### src/rtl/alu_wb_buffer.sv
// Result queue between the ALU output register and the writeback/ROB-complete port.
// Each completed ALU packet is captured once and replayed under valid/ready. stall_o back-pressures the ALU.
module alu_wb_buffer #(
  parameter int XLEN                 = 64,
  parameter int PHY_REG_ADDR_WIDTH   = 6,
  parameter int ROB_INDEX_WIDTH      = 5,
  parameter int VIRTUAL_ADDR_LEN     = 39,
  parameter int EXCEPTION_CODE_WIDTH = 4,
  parameter int DEPTH                = 4
) (
  input  logic                            clk,
  input  logic                            rstn,
  input  logic                            flush,
  input  logic                            done_i,
  input  logic [PHY_REG_ADDR_WIDTH-1:0]   rd_addr_i,
  input  logic [ROB_INDEX_WIDTH-1:0]      rob_index_i,
  input  logic [XLEN-1:0]                 alu_result_i,
  input  logic                            cmp_result_i,
  input  logic                            jump_i,
  input  logic                            branch_i,
  input  logic [VIRTUAL_ADDR_LEN-1:0]     pc_i,
  input  logic [VIRTUAL_ADDR_LEN-1:0]     next_pc_i,
  input  logic                            exception_valid_i,
  input  logic [EXCEPTION_CODE_WIDTH-1:0] ecause_i,
  output logic                            stall_o,
  output logic                            wb_valid_o,
  input  logic                            wb_ready_i,
  output logic                            wb_rd_we_o,
  output logic [PHY_REG_ADDR_WIDTH-1:0]   wb_rd_addr_o,
  output logic [ROB_INDEX_WIDTH-1:0]      wb_rob_index_o,
  output logic [XLEN-1:0]                 wb_alu_result_o,
  output logic                            wb_cmp_result_o,
  output logic                            wb_jump_o,
  output logic                            wb_branch_o,
  output logic [VIRTUAL_ADDR_LEN-1:0]     wb_pc_o,
  output logic [VIRTUAL_ADDR_LEN-1:0]     wb_next_pc_o,
  output logic                            wb_exception_valid_o,
  output logic [EXCEPTION_CODE_WIDTH-1:0] wb_ecause_o,
  output logic [$clog2(DEPTH):0]          count_o,
  output logic                            overflow_o
);

  localparam int PTR_W = $clog2(DEPTH);
  localparam int CNT_W = PTR_W + 1;
  localparam int PW    = PHY_REG_ADDR_WIDTH + ROB_INDEX_WIDTH + XLEN + 3
                       + 2 * VIRTUAL_ADDR_LEN + 1 + EXCEPTION_CODE_WIDTH;

  logic [PW-1:0]    mem_r [DEPTH];
  logic [PTR_W-1:0] wr_ptr_r;
  logic [PTR_W-1:0] rd_ptr_r;
  logic [CNT_W-1:0] count_r;
  logic [CNT_W-1:0] count_nxt_s;
  logic             stall_q_r;
  logic             overflow_r;
  logic             push_s;
  logic             pop_s;
  logic             full_s;
  logic             push_ok_s;
  logic [PW-1:0]    din_s;
  logic [PW-1:0]    head_s;

  assign din_s = {rd_addr_i, rob_index_i, alu_result_i, cmp_result_i, jump_i, branch_i,
                  pc_i, next_pc_i, exception_valid_i, ecause_i};
  assign head_s = mem_r[rd_ptr_r];

  assign {wb_rd_addr_o, wb_rob_index_o, wb_alu_result_o, wb_cmp_result_o, wb_jump_o, wb_branch_o,
          wb_pc_o, wb_next_pc_o, wb_exception_valid_o, wb_ecause_o} = head_s;

  // Stall from registered occupancy only, leaving room for the packet already in flight.
  assign stall_o    = (count_r >= CNT_W'(DEPTH - 1));
  assign wb_valid_o = (count_r != {CNT_W{1'b0}});
  assign wb_rd_we_o = wb_valid_o & ~wb_exception_valid_o;
  assign count_o    = count_r;
  assign overflow_o = overflow_r;

  // Handshake decode and next occupancy.
  always_comb begin
    push_s      = done_i & ~stall_q_r;
    pop_s       = wb_valid_o & wb_ready_i;
    full_s      = (count_r == CNT_W'(DEPTH));
    push_ok_s   = push_s & ~full_s;
    count_nxt_s = count_r;
    case ({push_ok_s, pop_s})
      2'b10:   count_nxt_s = count_r + CNT_W'(1);
      2'b01:   count_nxt_s = count_r - CNT_W'(1);
      default: count_nxt_s = count_r;
    endcase
  end

  // Queue state, storage and sticky overflow; flush clears occupancy but keeps overflow.
  always_ff @(posedge clk) begin
    if (!rstn) begin
      wr_ptr_r   <= {PTR_W{1'b0}};
      rd_ptr_r   <= {PTR_W{1'b0}};
      count_r    <= {CNT_W{1'b0}};
      stall_q_r  <= 1'b0;
      overflow_r <= 1'b0;
      for (int i = 0; i < DEPTH; i++) begin
        mem_r[i] <= {PW{1'b0}};
      end
    end else if (flush) begin
      wr_ptr_r  <= {PTR_W{1'b0}};
      rd_ptr_r  <= {PTR_W{1'b0}};
      count_r   <= {CNT_W{1'b0}};
      stall_q_r <= 1'b0;
    end else begin
      stall_q_r <= stall_o;
      count_r   <= count_nxt_s;
      if (push_ok_s) begin
        mem_r[wr_ptr_r] <= din_s;
        wr_ptr_r        <= wr_ptr_r + PTR_W'(1);
      end
      if (pop_s) begin
        rd_ptr_r <= rd_ptr_r + PTR_W'(1);
      end
      if (push_s && full_s) begin
        overflow_r <= 1'b1;
      end
    end
  end

endmodule

### config.mk
export PLATFORM = sky130hd
export DESIGN_NAME = alu_wb_buffer
export DESIGN_NICKNAME = d
export VERILOG_FILES = /design/src/rtl/alu_wb_buffer.sv
export SDC_FILE = /design/constraint.sdc
export NUM_CORES = 1
export LEC_CHECK = 0
export ABC_AREA = 1
export ABC_CLOCK_PERIOD_IN_PS = 30300
export BUFFER_PORTS_ARGS = -buffer_cell sky130_fd_sc_hd__buf_2
export CORE_MARGIN = 4
export CORE_UTILIZATION = 40
export CTS_CLUSTER_SIZE = 16
export DETAILED_ROUTE_END_ITERATION = 10
export PLACE_DENSITY = 0.64
export SETUP_SLACK_MARGIN = 0.1
export SLEW_MARGIN = 10
export SYNTH_ARGS = -nofsm -noshare
export SYNTH_HDL_FRONTEND = slang
export SYNTH_SLANG_ARGS = --single-unit
### constraint.sdc
create_clock -name clk -period 30.3 [get_ports clk]
set_input_delay 0 -clock clk [delete_from_list [all_inputs] [get_ports clk]]
set_output_delay 0 -clock clk [all_outputs]
set_load 0.01 [all_outputs]
==> results of run 1 <==
-- power by group through the flow --
stage / sequential (mW) / combinational [mW] / clock (mW)
floorplan: 1.08 / 0.0870 / 0
global placement: 1.07 / 0.155 / 0
detailed placement: 1.07 / 0.157 / 0
CTS: 1.05 / 0.174 / 0.802
global route: 1.06 / 0.188 / 0.839
finish: 1.05 / 0.174 / 0.787
-- area by class of cell --
| type | count | area, µm² |
|---|---|---|
| Antenna cell | 2 | 5.00 |
| Clock buffer | 85 | 1830 |
| Clock inverter | 33 | 238 |
| Fill cell | 6274 | 35800 |
| Inverter | 180 | 691 |
| Multi-Input combinational cell | 1505 | 7170 |
| Sequential cell | 655 | 19600 |
| Tap cell | 940 | 1180 |
| Timing Repair Buffer | 531 | 3570 |
-- stage by stage --
step           utilization (%)  cell area, µm²  hold slack [ps]  total power [mW]  setup WS [ps]
2_1_floorplan                -           28300              109              1.16          17130
3_3_place_gp              43.6           30500              321              1.23          26580
3_5_place_dp              43.6           30500              331              1.23          26570
4_1_cts                   48.9           34300              230              2.03          26200
5_1_grt                   48.9           34300              275              2.09          25930
6_report                  48.9           34300              280              2.02          26190
-- cells in the final DEF (no fill, tap or decap), types with 69 or more instances in the layout --
cell type and count:
edfxtp_1 644, dlygate4sd3_1 168, inv_1 175, nor2_1 762
clkbuf_16 71, o22ai_1 160, o21ai_0 326, nor3_1 142
nor3_2 69, buf_2 333
-- cells by family after synthesis --
logic type / share of synthesized area (%)
compound gates: 9.46
buf+inv: 5.53
fa+ha+maj: 0.115
simple gates: 15.7
flops: 69.2
-- registers in the layout, summed over array words and instances (netlist names), named ones only --
name and count:
mem_r 644, count_o 3, rd_ptr_r 2, wr_ptr_r 2, overflow_o 1, stall_q_r 1
-- path summary, 6_finish.rpt --
path	endpoint	slack, ps
max	wb_alu_result_o[33]	26190
min	mem_r[2][31]	280
max reg2reg	mem_r[3][70]	26520
min reg2reg	wr_ptr_r[1]	500
-- tightest hold or removal path: stages --
cell and delay, ps:
dlygate4sd3_1 520, buf_2 100, inv_1 60, nor2_1 100
-- metal layers --
layer	GRT usage, %	part of all wire (%)	vias up
met5	0	0.016	-
met2	36.4	49	943
met3	3.02	7.0	152
met4	8.82	3.7	2
li1	-	-	9669
met1	27.8	40	10600
==> out/metrics.csv, run 1 <==
metric,value,unit
h-tree-depth,3,
layout_min_cycle_time,4110,ps
crit_top_cell,buf_4,
synthFlopType,edfxtp_1,
cp-start-kind,flop,
cpLargestDelayFamily,buffers and inverters,
vias,21400,
layout-drive-gt1-share,18.0,%
intPower,1.54,mW
fin_crit_sh,13.6,%
hold_class,primary input to flop,
drv_slew,0,
status,finished clean,
core,0.0700,mm²
drt.antenna.violating_nets,0,
p_clk_share,39.1,%
ir_worst_vdd,0.0554,mV
place.gp.congestion,0.779,
async_flop_share,0,%
cts_hold_buf,168,
cts_root_buffer,clkbuf_16,
wl_per_cell,20.9,µm
clk_path_buf_depth,3,
timing_worst_setup_path_type,flop to output pin,
cp_slowest_cell,dfxtp_4,
numCtsBuffers,70,
tightest_slew,1210,ps
synth_cell_types,23,
synth-seq-cells,655,
fmax,0.243,GHz
tns,0,ps
holdPathStages,4,
antenna_found_initial,2,
netSwitchingFraction,23.4,%
synthCells,2540,
layout.nets,3111,
cap_violations,0,
fin_cells,3931,
cellPowerDensity,58.8,mW/mm²
route.detailed.drc,0,
clock_sinks,655,
cts_setup_buffers,0,
synth_area,0.0283,mm²
yosysSeqAreaShare,69.2,%
clkTransAtPathRegs,60,ps
die_x,274,µm
overflow,0,
p_comb_share,8.6,%
yosys.area.top_type,edfxtp_1,
drtIter0Drc,1703,
rsz0062_at_grt,no,
grt_pass1_vias,21800,
cellLeakagePower,13.8,nW
synth_area_leaders,"edfxtp_1 68%, nor2_1 10%, o21ai_0 5.8%",
drt-total-wl,82.2,mm
synth_fp_nets,2708,
worstHoldStart,next_pc_i[26],
critical_path_arrival,4110,ps
dr.pass1.iters,5,
seq_power_share,52.3,%
rr_worst_depth,7,
yosys.cell_count.top_type,nor2_1,
timing.rr.start,count_o[0],
yosys-top-cells-count,"762 x nor2_1, 644 x edfxtp_1, 327 x o21ai_0",
fin_skew,22.5,ps
start_util,40.4,%
std_cell_rows,97,
portBuffers,333,
avgSynthCellArea,11.1,µm²
via_per_inst,5.44,
grt_pass1_wl,124,mm
dp_cells,3643,
dp_hpwl,43.2,mm
grtUsageTotal,21.4,%
synth-edff-count,644,
grt_max_degree,133,
finalHoldViolations,0,
path_cells,buf_4 > buf_4 > o21ai_0 > o22ai_1 > buf_2,
report.final.setup_viol,0,
io_pins,334,
path_depth,5,
synth-warning-count,0,
cts-resized-gates,0,
critPathMaxFanout,86,
dieArea,0.0750,mm²
critPathMaxStageDelay,890,ps
clk_latency,600,ps
synth_top_area_share,68.4,%
cts_tree,yes,
die_height,274,µm
cp.required,30300,ps
syn_to_final_growth,21.2,%
cp-end-kind,output pin,
p_switching,0.472,mW
slew-limit-headroom,19.3,%
crit_buf_inv,3,
Note: power is estimated with default switching activity, not from simulation.
==> run 2, diff against run 1 <==
--- a/config.mk
+++ b/config.mk
@@ -6,13 +6,13 @@
 export NUM_CORES = 1
 export LEC_CHECK = 0
 export ABC_AREA = 1
-export ABC_CLOCK_PERIOD_IN_PS = 30300
+export ABC_CLOCK_PERIOD_IN_PS = 3700
 export BUFFER_PORTS_ARGS = -buffer_cell sky130_fd_sc_hd__buf_2
 export CORE_MARGIN = 4
 export CORE_UTILIZATION = 40
 export CTS_CLUSTER_SIZE = 16
 export DETAILED_ROUTE_END_ITERATION = 10
-export PLACE_DENSITY = 0.64
+export PLACE_DENSITY = 0.67
 export SETUP_SLACK_MARGIN = 0.1
 export SLEW_MARGIN = 10
 export SYNTH_ARGS = -nofsm -noshare
==> constraint.sdc (replaced) <==
create_clock -name clk -period 3.7 [get_ports clk]
set_input_delay 0 -clock clk [delete_from_list [all_inputs] [get_ports clk]]
set_output_delay 0 -clock clk [all_outputs]
set_load 0.01 [all_outputs]
==> run 2 against run 1 <==
Compared with the run above: register-to-register slack got worse by 25000 ps; combinational power increased to 8.3 times the previous value; worst hold slack improved by 2.7 ps; clock power increased to 8.5 times the previous value; utilization increased by 0.60 points; largest power group unchanged; first-iteration DRC count increased by 10%; cell count increased by 0.31%; clock skew decreased by 2.7 ps; setup slack got worse by 25000 ps; via count decreased by 2.2%; global-route usage decreased by 1.1 points; largest cell class unchanged.
==> out/metrics.csv, run 2 (same netlist as run 1, synthesis figures left out) <==
metric,value,unit,change
status,finished clean,,unchanged
cts-resized-gates,0,,unchanged
p_switching,3.94,mW,was 0.472 mW
dieArea,0.0750,mm²,unchanged
grtUsageTotal,20.4,%,was 21.4%
io_pins,334,,unchanged
std_cell_rows,97,,unchanged
fillers,6226,,was 6274
clkTransAtPathRegs,60,ps,about the same
finalHoldViolations,0,,unchanged
vias,20900,,was 21.4k
wl_per_cell,19.8,µm,was 20.9 µm
die_x,274,µm,unchanged
tns,0,ps,unchanged
fin_hold_ws,283,ps,was 280 ps
setup.worst_path.end,wb_next_pc_o[4],,was wb_alu_result_o[33]
core,0.0700,mm²,unchanged
numCtsBuffers,72,,was 70
antenna_found_initial,2,,unchanged
h-tree-depth,3,,unchanged
drtIter0Drc,1881,,was 1703
drv_slew,0,,unchanged
fin_cells,3943,,was 3931
finalPower,16.7,mW,was 2.02 mW
layout_common_cells,"762 x nor2_1, 644 x edfxtp_1, 333 x buf_2",,unchanged
grt_max_degree,215,,was 133
clk_latency,600,ps,about the same
rsz0062_at_grt,no,,unchanged
dr.pass1.iters,5,,unchanged
drt-total-wl,77.9,mm,was 82.2 mm
ff2ff_setup_slack,1360,ps,was 26520 ps
fin_crit_sh,74.6,%,
final_util,49.5,%,was 48.9%
final_common_cell,nor2_1,,unchanged
report.final.setup_viol,0,,unchanged
rr_worst_depth,6,,was 7
layout.nets,3116,,was 3111
fin_skew,19.8,ps,was 22.5 ps
layout_setup_ws,941,ps,was 26190 ps
drt.antenna.violating_nets,0,,unchanged
dp_cells,3645,,was 3643
netSwitchingFraction,23.6,%,was 23.4%
cts_tree,yes,,unchanged
p_comb_share,8.6,%,about the same
cap_violations,0,,unchanged
portBuffers,333,,unchanged
via_per_inst,5.30,,was 5.44
grt_pass1_vias,20700,,was 21.8k
timing.rr.start,count_o[1],,was count_o[0]
grt_pass1_wl,118,mm,was 124 mm
cts_root_buffer,clkbuf_16,,unchanged
timing.rr.end,mem_r[0][60],,was mem_r[3][70]
cellPowerDensity,482,mW/mm²,was 58.8 mW/mm²
dp_hpwl,38.9,mm,was 43.2 mm
seq_power_share,51.5,%,was 52.3%
cp-start-kind,flop,,unchanged
critPathMaxFanout,214,,was 86
postPlaceCellArea,0.0308,mm²,was 0.0305 mm²
layout_min_cycle_time,2760,ps,
tightest_slew,1400,ps,was 1210 ps
final_cell_area,0.0347,mm²,was 0.0343 mm²
cp-end-kind,output pin,,unchanged
p_clk_share,39.9,%,was 39.1%
largest_reg_flops,644,,unchanged
hold_class,primary input to flop,,unchanged
place.gp.congestion,0.767,,was 0.779
timing_worst_setup_path_type,flop to output pin,,unchanged
multiInputGateArea,0.00721,mm²,was 0.00717 mm²
intPower,12.8,mW,was 1.54 mW
fmax,0.363,GHz,
syn_to_final_growth,22.7,%,was 21.2%
layout-drive-gt1-share,18.4,%,was 18.0%
cellLeakagePower,14.0,nW,was 13.8 nW
die_height,274,µm,unchanged
seq_area,0.0196,mm²,about the same
cts_setup_buffers,0,,unchanged
clock_sinks,655,,unchanged
clk_path_buf_depth,3,,unchanged
cp.required,3700,ps,was 30300 ps
overflow,0,,unchanged
start_util,40.4,%,unchanged
route.detailed.drc,0,,unchanged
pre_cts_slack,1370,ps,was 26570 ps
slew-limit-headroom,6.73,%,was 19.3%
ir_worst_vdd,0.262,mV,was 0.0554 mV
critical_path_arrival,2760,ps,was 4110 ps
registers.top_by_ff_count,mem_r,,unchanged
[run 2: cell types whose count changed in the layout (fill, tap and decap cells not counted), moves of 4 or more]
cell        previous run  this run
buf_12                 0        22
buf_4                 30        10
clkinv_1              13        18
clkinvlp_4             2         6
[run 2: layer usage]
| layer | vias to the layer above | share of wire [%] | track usage (%) | wire [µm] |
|---|---|---|---|---|
| met1 | 10400 | 41 | 27.0 | 32000 |
| li1 | 9688 | - | - | - |
| met3 | 116 | 6.7 | 3.22 | 5230 |
| met4 | 0 | 2.6 | 6.68 | 2030 |
| met5 | - | 0 | 0 | 0 |
| met2 | 751 | 50 | 34.5 | 38600 |
[run 2: worst max-delay path, stage by stage (launching register included)]
cell and delay, ps:
dfxtp_4 410, buf_12 400, o21ai_0 230, o22ai_1 360
buf_2 200
[run 2: worst min path at each step]
stage                       start  slack [ps]            to  cells after the start
CTS                 next_pc_i[24]         240  mem_r[3][29]                      4
global placement       wb_ready_i         330          flop                      3
detailed placement  next_pc_i[11]         350  mem_r[1][16]                      3
floorplan                    rstn         110    overflow_o                      2
finish              next_pc_i[32]         280  mem_r[3][37]                      4
global route              pc_i[9]         270  mem_r[1][53]                      4
[run 2: power groups by stage]
stage | Clock (mW) | Combinational, mW | Sequential (mW)
floorplan | 0 | 0.717 | 8.77
global placement | 0 | 1.30 | 8.75
detailed placement | 0 | 1.31 | 8.76
CTS | 6.80 | 1.45 | 8.60
global route | 7.10 | 1.57 | 8.63
finish | 6.66 | 1.44 | 8.60
[run 2: final cells by class]
type / count / share of cell area [%]
Clock inverter: 41 / 0.783
Clock buffer: 87 / 5.42
Inverter: 180 / 2.00
Antenna cell: 1 / 0.00722
Tap cell: 940 / 3.39
Sequential cell: 655 / 56.5
Multi-Input combinational cell: 1505 / 20.8
Timing Repair Buffer: 534 / 11.2
[run 2: what timing repair did]
action	4_1_cts	5_1_grt
hold endpoints to repair	654	0
hold buffers	169	0
endpoints found under the setup margin	0	0
==> run 3, diff against run 2 <==
--- a/config.mk
+++ b/config.mk
@@ -5,8 +5,8 @@
 export SDC_FILE = /design/constraint.sdc
 export NUM_CORES = 1
 export LEC_CHECK = 0
-export ABC_AREA = 1
-export ABC_CLOCK_PERIOD_IN_PS = 3700
+export ABC_AREA = 0
+export ABC_CLOCK_PERIOD_IN_PS = 2200
 export BUFFER_PORTS_ARGS = -buffer_cell sky130_fd_sc_hd__buf_2
 export CORE_MARGIN = 4
 export CORE_UTILIZATION = 40
==> constraint.sdc (replaced) <==
create_clock -name clk -period 2.2 [get_ports clk]
set_input_delay 0 -clock clk [delete_from_list [all_inputs] [get_ports clk]]
set_output_delay 0 -clock clk [all_outputs]
set_load 0.01 [all_outputs]
==> run 3 against run 2 <==
Compared with the run above: routed wire length decreased by 4.7%; synthesized cell count shrank 33%; worst hold slack worse by 33 ps; setup slack worse by 870 ps; critical path depth grew 1; global-route usage fell by 0.64 points.
==> out/metrics.csv, run 3 <==
metric,value,unit,change
yosys.area.top_type,edfxtp_1,,unchanged
die_x,274,µm,about the same
drtIter0Drc,1354,,was 1881
grt_pass1_wl,112,mm,was 118 mm
dr.pass1.iters,5,,unchanged
drt.antenna.violating_nets,0,,unchanged
drv_slew,0,,unchanged
p_comb_share,9.0,%,was 8.6%
cts_root_buffer,clkbuf_16,,unchanged
grtUsageTotal,19.8,%,was 20.4%
async_flop_share,0,%,unchanged
clk_latency,590,ps,was 600 ps
status,finished clean,,unchanged
cp.required,2200,ps,was 3700 ps
path_cells,buf_16 > buf_12 > buf_16 > mux4_2 > buf_6,,was buf_12 > o21ai_0 > o22ai_1 > buf_2
synthCells,1702,,was 2540
synth-seq-cells,655,,unchanged
critPathMaxFanout,8,,was 214
synth_area_leaders,"edfxtp_1 68%, mux4_2 13%, and2_1 12%",,"was edfxtp_1 68%, nor2_1 10%, o21ai_0 5.8%"
synthXorXnorAreaFrac,0.0618,%,was 0%
largest_reg_flops,644,,unchanged
synth-warning-count,0,,unchanged
synthMuxAreaShare,12.8,%,was 0%
synth_top_family_by_area,simple AND/OR/NAND/NOR gates,,unchanged
cts_tree,yes,,unchanged
portBuffers,333,,unchanged
rsz0062_at_grt,yes,,was no
synthAdderAreaFrac,0.115,%,about the same
yosys.cell_count.top_type,edfxtp_1,,was nor2_1
dieArea,0.0752,mm²,was 0.0750 mm²
syn_to_final_growth,30.6,%,was 22.7%
report.final.setup_viol,0,,unchanged
critPathMaxStageDelay,550,ps,was 410 ps
wl_per_cell,22.8,µm,was 19.8 µm
yosysSeqAreaShare,69.0,%,was 69.2%
grt_max_degree,100,,was 215
cellPowerDensity,770,mW/mm²,was 482 mW/mm²
final_common_cell,edfxtp_1,,was nor2_1
layout_common_cells,"644 x edfxtp_1, 533 x and2_1, 238 x buf_2",,"was 762 x nor2_1, 644 x edfxtp_1, 333 x buf_2"
fmax,0.470,GHz,
synth_compound_area_share,0.309,%,was 9.46%
layout.nets,2425,,was 3116
std_cell_rows,97,,unchanged
clk_path_buf_depth,3,,unchanged
die_height,274,µm,about the same
registers.top_by_ff_count,mem_r,,unchanged
dp_cells,2935,,was 3645
finalHoldViolations,0,,unchanged
synth_area,0.0283,mm²,about the same
finalPower,28.5,mW,was 16.7 mW
overflow,0,,unchanged
numCtsBuffers,70,,was 72
dp_hpwl,43.6,mm,was 38.9 mm
cap_violations,0,,unchanged
hold_class,primary input to flop,,unchanged
synth_cell_types,37,,was 23
layout_min_cycle_time,2130,ps,
cp_slowest_cell,mux4_2,,was dfxtp_4
avgSynthCellArea,16.7,µm²,was 11.1 µm²
fin_skew,13.1,ps,was 19.8 ps
synth_top_area_share,68.2,%,was 68.4%
cellLeakagePower,13.9,nW,was 14.0 nW
grt_pass1_vias,18600,,was 20.7k
pre_cts_slack,118,ps,was 1370 ps
p_switching,6.20,mW,was 3.94 mW
cp-start-kind,flop,,unchanged
synthFlopType,edfxtp_1,,unchanged
layout_setup_ws,70.9,ps,was 941 ps
io_pins,334,,unchanged
critical_path_arrival,2130,ps,was 2760 ps
netSwitchingFraction,21.7,%,was 23.6%
via_per_inst,5.19,,was 5.30
clkTransAtPathRegs,60,ps,about the same
crit_top_cell,buf_16,,
fin_cells,3256,,was 3943
start_util,40.4,%,about the same
route.detailed.drc,0,,unchanged
ir_worst_vdd,0.605,mV,was 0.262 mV
fin_crit_sh,96.8,%,
antenna_found_initial,11,,was 2
tightest_slew,781,ps,was 1400 ps
layout-drive-gt1-share,31.3,%,was 18.4%
synth-edff-count,644,,unchanged
synth-simple-area-share,15.0,%,was 15.7%
core,0.0701,mm²,was 0.0700 mm²
vias,16900,,was 20.9k
clock_sinks,655,,unchanged
h-tree-depth,3,,unchanged
seq_power_share,50.7,%,was 51.5%
slew-limit-headroom,47.9,%,was 6.73%
synth_fp_nets,1870,,was 2708
yosys-top-cells-count,"644 x edfxtp_1, 534 x and2_1, 161 x mux4_2",,"was 762 x nor2_1, 644 x edfxtp_1, 327 x o21ai_0"
p_clk_share,40.3,%,was 39.9%
place.gp.congestion,0.759,,was 0.767
drt-total-wl,74.2,mm,was 77.9 mm
intPower,22.3,mW,was 12.8 mW
timing_worst_setup_path_type,flop to output pin,,unchanged
cp-end-kind,output pin,,unchanged
-- run 3: cell count changes in the layout (fill, tap and decap cells not counted), sizes merged, moves of 73 or more --
cell / delta
mux4: +161
and2: +534
o21ai: -321
inv: -131
nor3: -162
buf: +73
o22ai: -160
nor2: -742
-- run 3: area by class of cell --
cell class | count | area (µm²)
sequential | 655 | 19600
clock buffer | 94 | 1940
timing repair buffer | 609 | 5690
tap | 940 | 1180
clock inverter | 28 | 290
antenna | 9 | 22.5
inverter | 51 | 191
multi-input combinational | 870 | 8120
fill | 5681 | 33100
-- run 3: critical path, delay by kind of cell (launching register included) --
family   cells  cell delay [ps]
flops        1              400
mux          1              550
buf+inv      4              570
-- run 3: per-layer routing --
metal,vias up,routed length [µm],GRT usage [%],part of all wire [%]
li1,7504,-,-,-
met4,2,2340,7.44,3.1
met3,132,5760,4.63,7.8
met1,8652,29000,25.1,39
met2,613,37100,33.1,50
met5,-,13,0,0.018
-- run 3: power by group through the flow --
stage / Clock, mW / Combinational [mW] / Sequential, mW
global placement: 0 / 2.05 / 14.7
finish: 11.5 / 2.57 / 14.4
floorplan: 0 / 1.00 / 14.7
detailed placement: 0 / 2.08 / 14.7
CTS: 11.7 / 2.50 / 14.5
global route: 12.3 / 2.74 / 14.5
-- run 3: timing repair --
| action | CTS | global route |
|---|---|---|
| pin swaps | 0 | 1 |
| hold buffers | 165 | 0 |
| hold endpoints to repair | 657 | 0 |
| endpoints found under the setup margin | 128 | 147 |
| gates resized for setup | 90 | 69 |
| buffers inserted | 12 | 2 |
| cloned | 5 | 6 |
-- run 3: path summary, 6_finish.rpt --
kind	endpoint	depth (start not counted)	slack, ps	from
worst min register to register	overflow_o	1	480	overflow_o
worst max-delay path	wb_alu_result_o[3]	5	70	flop
worst max register to register	mem_r[0][83]	5	140	count_o[2]
worst min-delay path	mem_r[1][40]	3	250	next_pc_i[35]
-- run 3: cells by family (layout without fill, tap and decap cells) --
family          count (synthesis)  count (layout)
simple gates                  690             690
mux                           161             161
fa+ha+maj                       2               2
other cells                     0               9
xor+xnor                        2               2
compound gates                 15              15
flops                         655             655
buf+inv                       177             782
-- run 3: metrics by stage --
step           hold slack [ps]  setup TNS, ps  utilization (%)  instance area [µm²]
3_3_place_gp               301              0             45.5                31900
2_1_floorplan              118       -1437290                -                28400
4_1_cts                    200          -32.7             52.1                36500
6_report                   250              0             52.8                37000
5_1_grt                    230          -6.27             52.7                37000
3_5_place_dp               304              0             45.5                31900
